==> config.mk <==
export PLATFORM = sky130hd
export DESIGN_NAME = sprite_draw_ctrl
export DESIGN_NICKNAME = d
export VERILOG_FILES = /design/src/rtl/sprite_draw_ctrl.sv
export SDC_FILE = /design/constraint.sdc
export NUM_CORES = 1
export LEC_CHECK = 0
export ABC_CLOCK_PERIOD_IN_PS = 2800
export CORE_AREA = 2 2 99 101
export CTS_CLUSTER_SIZE = 28
export DETAILED_ROUTE_END_ITERATION = 10
export DIE_AREA = 0 0 101 103
export HOLD_SLACK_MARGIN = 0.08
export PLACE_DENSITY_LB_ADDON = 0.12
export SYNTH_ARGS = -nofsm -noshare
export SYNTH_HDL_FRONTEND = slang
export SYNTH_SLANG_ARGS = --single-unit
export TNS_END_PERCENT = 20
==> constraint.sdc <==
create_clock -name clk -period 2.8 [get_ports clk]
set_clock_uncertainty 0.15 [all_clocks]
set_input_delay 0.7 -clock clk [delete_from_list [all_inputs] [get_ports clk]]
set_output_delay 0.7 -clock clk [all_outputs]
set_load 0.02 [all_outputs]
==> src/rtl/sprite_draw_ctrl.sv <==
// Sprite blitter: walks a SPR_W x SPR_H sprite memory in raster order and emits
// clipped, colour-keyed pixel writes for a VGA adapter at the latched position.
module sprite_draw_ctrl #(
   parameter int         SPR_W  = 20,
   parameter int         SPR_H  = 40,
   parameter logic [2:0] TRANSP = 3'b000,
   parameter int         SCR_W  = 160,
   parameter int         SCR_H  = 120
) (
   input  logic       clk,
   input  logic       resetn,
   input  logic       start,
   input  logic [7:0] x_in,
   input  logic [6:0] y_in,
   output logic [9:0] mem_addr,
   input  logic [2:0] mem_data,
   output logic       plot,
   output logic [7:0] x_out,
   output logic [6:0] y_out,
   output logic [2:0] colour,
   output logic       busy,
   output logic       done
);

   localparam logic [1:0] ST_IDLE  = 2'd0;
   localparam logic [1:0] ST_RUN   = 2'd1;
   localparam logic [1:0] ST_DRAIN = 2'd2;
   localparam logic [1:0] ST_DONE  = 2'd3;

   localparam logic [7:0] COL_LAST = 8'(SPR_W - 1);
   localparam logic [6:0] ROW_LAST = 7'(SPR_H - 1);
   localparam logic [9:0] SPR_W_A  = 10'(SPR_W);
   localparam logic [8:0] SCR_W_X  = 9'(SCR_W);
   localparam logic [7:0] SCR_H_Y  = 8'(SCR_H);

   logic [1:0] state_q, state_d;
   logic [7:0] col_q, col_d;
   logic [6:0] row_q, row_d;
   logic [7:0] x_lat_q, x_lat_d;
   logic [6:0] y_lat_q, y_lat_d;
   logic       stage_valid_q, stage_valid_d;
   logic [7:0] stage_col_q, stage_col_d;
   logic [6:0] stage_row_q, stage_row_d;

   logic [8:0] x_sum_s;
   logic [7:0] y_sum_s;

   // Next-state, raster walk and one-cycle stage aligning (col,row) with mem_data.
   always_comb begin
      state_d = state_q;
      col_d   = col_q;
      row_d   = row_q;
      x_lat_d = x_lat_q;
      y_lat_d = y_lat_q;
      case (state_q)
         ST_IDLE: begin
            if (start) begin
               state_d = ST_RUN;
               x_lat_d = x_in;
               y_lat_d = y_in;
               col_d   = 8'd0;
               row_d   = 7'd0;
            end else begin
               state_d = ST_IDLE;
            end
         end
         ST_RUN: begin
            if (col_q == COL_LAST) begin
               col_d = 8'd0;
               if (row_q == ROW_LAST) begin
                  state_d = ST_DRAIN;
               end else begin
                  row_d = row_q + 7'd1;
               end
            end else begin
               col_d = col_q + 8'd1;
            end
         end
         ST_DRAIN: state_d = ST_DONE;
         ST_DONE:  state_d = ST_IDLE;
         default:  state_d = ST_IDLE;
      endcase

      if (state_q == ST_RUN) begin
         stage_valid_d = 1'b1;
         stage_col_d   = col_q;
         stage_row_d   = row_q;
      end else begin
         stage_valid_d = 1'b0;
         stage_col_d   = 8'd0;
         stage_row_d   = 7'd0;
      end
   end

   // State registers with synchronous active-low reset.
   always_ff @(posedge clk) begin
      if (!resetn) begin
         state_q       <= ST_IDLE;
         col_q         <= 8'd0;
         row_q         <= 7'd0;
         x_lat_q       <= 8'd0;
         y_lat_q       <= 7'd0;
         stage_valid_q <= 1'b0;
         stage_col_q   <= 8'd0;
         stage_row_q   <= 7'd0;
      end else begin
         state_q       <= state_d;
         col_q         <= col_d;
         row_q         <= row_d;
         x_lat_q       <= x_lat_d;
         y_lat_q       <= y_lat_d;
         stage_valid_q <= stage_valid_d;
         stage_col_q   <= stage_col_d;
         stage_row_q   <= stage_row_d;
      end
   end

   // Clipping uses the full-width sums so wrapped coordinates never reach the screen.
   always_comb begin
      x_sum_s = {1'b0, x_lat_q} + {1'b0, stage_col_q};
      y_sum_s = {1'b0, y_lat_q} + {1'b0, stage_row_q};
      if (state_q == ST_RUN) begin
         mem_addr = ({3'b000, row_q} * SPR_W_A) + {2'b00, col_q};
      end else begin
         mem_addr = 10'd0;
      end
      if (stage_valid_q) begin
         x_out  = x_sum_s[7:0];
         y_out  = y_sum_s[6:0];
         colour = mem_data;
         plot   = (mem_data != TRANSP) && (x_sum_s < SCR_W_X) && (y_sum_s < SCR_H_Y);
      end else begin
         x_out  = 8'd0;
         y_out  = 7'd0;
         colour = 3'b000;
         plot   = 1'b0;
      end
      busy = (state_q != ST_IDLE);
      done = (state_q == ST_DONE);
   end

endmodule

### Word-level counts from Yosys, hierarchy flattened

Index checks and enable logic that the tools add are counted.

| word-level totals | value |
|---|---|
| flip-flop bits (word level) | 48 |
| output and inout port bits | 31 |
| logic and storage cells | 53 |

| cells by class | value |
|---|---|
| add/subtract/negate cells | 5 |
| multiply operators | 1 |
| order comparisons | 2 |
| eq/ne operators | 9 |
| mux-type cells | 17 |
| reduce and logical (&&, ||, !) cells | 11 |

Operators with widths:

| kind | count |
|---|---|
| 7-bit two-way mux | 4 |
| 8-bit two-way mux | 3 |
| 8-bit one-hot mux with 2 select lines | 1 |
| 7-bit one-hot mux with 2 select lines | 1 |
| 10-bit by 8-bit adder with 10-bit output | 1 |
| 10-bit two-way mux | 1 |
| 8-bit by 8-bit adder with 9-bit output | 1 |
| 9-bit by 8-bit less-than comparator with 1-bit output, second input constant | 1 |
| 7-bit by 7-bit adder with 8-bit output | 1 |
| 8-bit by 1-bit adder with 8-bit output, second input constant | 1 |
| 8-bit by 5-bit equality test with 1-bit output, second input constant | 1 |
| 8-bit by 7-bit less-than comparator with 1-bit output, second input constant | 1 |
| 7-bit by 3-bit multiplier with 8-bit output, second input constant | 1 |
| 2-bit inequality test, second input constant | 4 |
| 2-bit one-hot mux with 4 select lines | 1 |
| 2-bit AND reduction | 4 |
| 7-bit by 1-bit adder with 7-bit output, second input constant | 1 |
| 7-bit by 6-bit equality test with 1-bit output, second input constant | 1 |
| 2-bit equality test, second input constant | 2 |
| 2-bit two-way mux | 2 |
| 4-bit AND reduction | 1 |
| 2-bit nonzero test | 2 |
| 1-bit two-way mux | 3 |
| 3-bit two-way mux | 1 |
| 4 further kinds | 5 |

### Longest topological paths before layout

Gate-level depths: netlist of the first run.

| logic depth | value |
|---|---|
| depth in word-level cells | 5 |
| gate-level depth with buffers | 10 |

### Worst setup path before layout of the first run

OpenSTA, ideal clock, no wires.

| timing path | value |
|---|---|
| path type | register to output |
| start point | register row_q[3] |
| end point | output port mem_addr[9] |
| data arrival time | 2.513 ns |
| required time | 1.950 ns |
| path slack | -0.563 ns |
| cell stages (with the launch flop) | 11 |
| cell sequence | dfxtp_1 -> ha_1 -> ha_1 -> inv_1 -> fa_1 -> inv_1 -> ha_1 -> nor3_1 -> o21a_1 -> nor4_1 -> mux2i_1 |

| between the ends | value |
|---|---|
| cells in the longest elaborated chain, start to end | 3 |

RTL lines:

| what | RTL line | source |
|---|---|---|
| start: declaration | 38 | `logic [6:0] row_q, row_d;` |
| start signal: assignment | 109 | `row_q <= row_d;` |
| 7-bit by 3-bit multiplier with 8-bit output | 123 | `mem_addr = ({3'b000, row_q} * SPR_W_A) + {2'b00, col_q};` |
| 10-bit by 8-bit adder with 10-bit output | 123 |  |
| 10-bit two-way mux | 122 | `if (state_q == ST_RUN) begin` |
| end: declaration | 15 | `output logic [9:0] mem_addr,` |

No other way between the ends.

### Final worst setup path of the first run

Same ends and word-level chain as after synthesis.

==> results of run 1 <==
[registers in the layout, indices dropped and copies added (netlist names)]
name	flops
row_q	7
y_lat_q	7
stage_valid_q	1
state_q	2
col_q	8
stage_col_q	8
stage_row_q	7
x_lat_q	8
[cell usage after synthesis (8+ instances only)]
library cell | n | area, um^2
o21ai_0 | 14 | 70.07
and3_1 | 17 | 106.4
a21boi_0 | 16 | 120.1
ha_1 | 36 | 450.4
inv_1 | 18 | 67.56
nor2_1 | 26 | 97.59
nor3_1 | 10 | 50.05
dfxtp_1 | 48 | 960.9
xor2_1 | 8 | 70.07
xnor2_1 | 9 | 78.83
nand2_1 | 46 | 172.7
and2_1 | 17 | 106.4
a21oi_1 | 13 | 65.06
clkbuf_1 | 12 | 45.04
[worst max-delay path, cell delays in order, from the launching register on]
cell     delay, ps
dfxtp_4        360
ha_4           260
ha_4           120
inv_2           30
fa_2           350
xnor2_2        140
ha_2           210
nor3_2          40
o21a_1         130
nor4_4         280
mux2i_2        230
buf_4          160
[where the power goes]
group | switching, uW | internal [uW] | total [uW]
clock network | 240 | 292 | 532
registers | 59.3 | 761 | 821
logic | 590 | 489 | 1080
[final timing paths]
| check | endpoint | cells after the start |
|---|---|---|
| hold reg to reg | x_lat_q[6] | 2 |
| setup reg to reg | row_q[4] | 6 |
| setup / recovery | mem_addr[9] | 11 |
| hold / removal | x_lat_q[6] | 2 |
[what timing repair did]
item	4_1_cts	5_1_grt
cloned	0	0
endpoints found under the setup margin	24	21
gates resized for setup	120	16
pin swaps	18	8
setup buffers	4	1
hold buffers	0	0
[logic make-up (layout without fill, tap and decap cells)]
group	after synthesis	count (layout)	synth area share [%]
compound gates	83	83	19.14
xor+xnor	17	17	4.638
buf+inv	33	147	3.936
simple gates	150	150	23.93
fa+ha+maj	40	40	16.52
flops	48	48	29.93
mux	6	6	1.910
[through the flow]
step	hold slack [ps]	setup WS, ps	instances
3_3_place_gp	304.9	-883.4	592
4_1_cts	326.9	-700.3	604
5_1_grt	349.0	-817.2	605
6_report	323.7	-681.9	605
3_5_place_dp	311.8	-872.2	592
2_1_floorplan	297.8	-370.4	377
[metal layers]
metal,vias to the layer above,GRT usage (%),part of all wire [%]
met2,55,28.46,48
met4,0,3.742,0.92
met5,-,0,0
met3,5,2.305,3.5
li1,1563,-,-
met1,1346,20.55,48
[cell type report]
type	count	share of cell area [%]
repair buffers	120	21.76
flip-flops and latches	48	20.80
clock buffers	6	1.758
multi-input cells	296	50.31
clock inverters	2	0.8256
inverters	19	1.518
well taps	114	3.036
==> run summary, run 1 <==
Hold crit path type = flop to flop
Initial Util = 33.94%
Clock latency on the worst-skew pair = 300 ps
Origin of the worst setup path = row_q[3]
Post-Syn Area = 3211 um^2
Max-capacitance violation count = 0
Die Y = 103 um
Post-Syn Instances = 377
Leakage power = 0.002135 uW
H-tree depth = 2
HPWL after detailed placement = 6256 um
Main synth FF type = dfxtp_1
Syn. warnings = 0
ANT nets after route = 0
Starting DRT DRC Count = 77
Average wire per standard cell = 13.31 um
Num CTS Buffers = 5
Die ar. = 10400 um^2
Initial antenna violation count = 0
Seq/Total Area, Yosys = 29.93%
Clk buf depth = 2
Distinct cell type count after synthesis = 52
Routed via count = 2969
DRC violations left = 0
P&R area growth vs syn = 46.34%
Routability congestion estimate = 0.8261
Final TNS setup = -3992 ps
CP Launch Type = flop
Peak Freq = 287.2 MHz
Largest net degree at the start of global routing = 37
Setup ws final = -681.9 ps
Critical path required time = 1950 ps
Routed WL = 8055 um
Setup Viol. Count Final = 12
Post-synth EDFFs = 0
Slew HR = 70.24%
Critical path class = flop to output pin
Fin crit share = 124.4%
# clock sinks = 48
Fraction of layout instances using a drive strength above 1 = 31.57%
Worst EP arrival = 2630 ps
Net Count, Synth = 438
Register area = 977.2 um^2
Gr usage total = 16.00%
Status = finished with violations
Overall Power = 2432 uW
Worst-margin pin slew = 441.6 ps
Die W = 101 um
Commonest cells after routing, fill and taps aside = buf_4 (74), nand2_1 (46), dfxtp_1 (37)
Vias/cell = 4.907
Flop2flop setup slack = 570 ps
Cell area power density = 517.6 nW/um^2
Fillers = 932
First-pass GRT wire length = 13430 um
Core Util, Final = 49.67%
Post-route cell area = 4698 um^2
Remaining global-route overflow = 0
Avg Cell Area, Syn = 8.516 um^2
Clock slew at reported path FFs = 90 ps
Core region area = 9459 um^2
Ys async rst share = 0%
Most common cell after layout, fill and taps aside = buf_4
Reg2Reg Launch Point = col_q[0]
Failing checks = setup timing
Footprint of the multi-input gates = 2364 um^2
IO Pins = 52
CP max FO = 2
Clock root cell = clkbuf_8
Final min period = 3482 ps
Port Buf Inserts = 51
Diode count = 0
Vias in the first global route = 2775
Core Rows = 36
HP Start = x_lat_q[6]
Crit. End Element = output pin
#FFs+latches synth = 48
VDD IR max = 0.2659 mV
TritonCTS clock tree = yes
First-pass detailed-route iteration total = 4
Final Hold Viols = 0
Final #Nets = 551
RSZ-0062 raised after global routing = true
Fin. max-slew vios = 0
Placed cell area = 4353 um^2
No activity file was read; power rests on OpenSTA's default activity.
==> run 2: changes to the inputs <==
--- a/config.mk
+++ b/config.mk
@@ -5,7 +5,6 @@
 export SDC_FILE = /design/constraint.sdc
 export NUM_CORES = 1
 export LEC_CHECK = 0
-export ABC_CLOCK_PERIOD_IN_PS = 2800
 export CORE_AREA = 2 2 99 101
 export CTS_CLUSTER_SIZE = 28
 export DETAILED_ROUTE_END_ITERATION = 10
==> results of run 2 <==
Same layout as run 1: the final DEF is identical, and so are final timing and power.
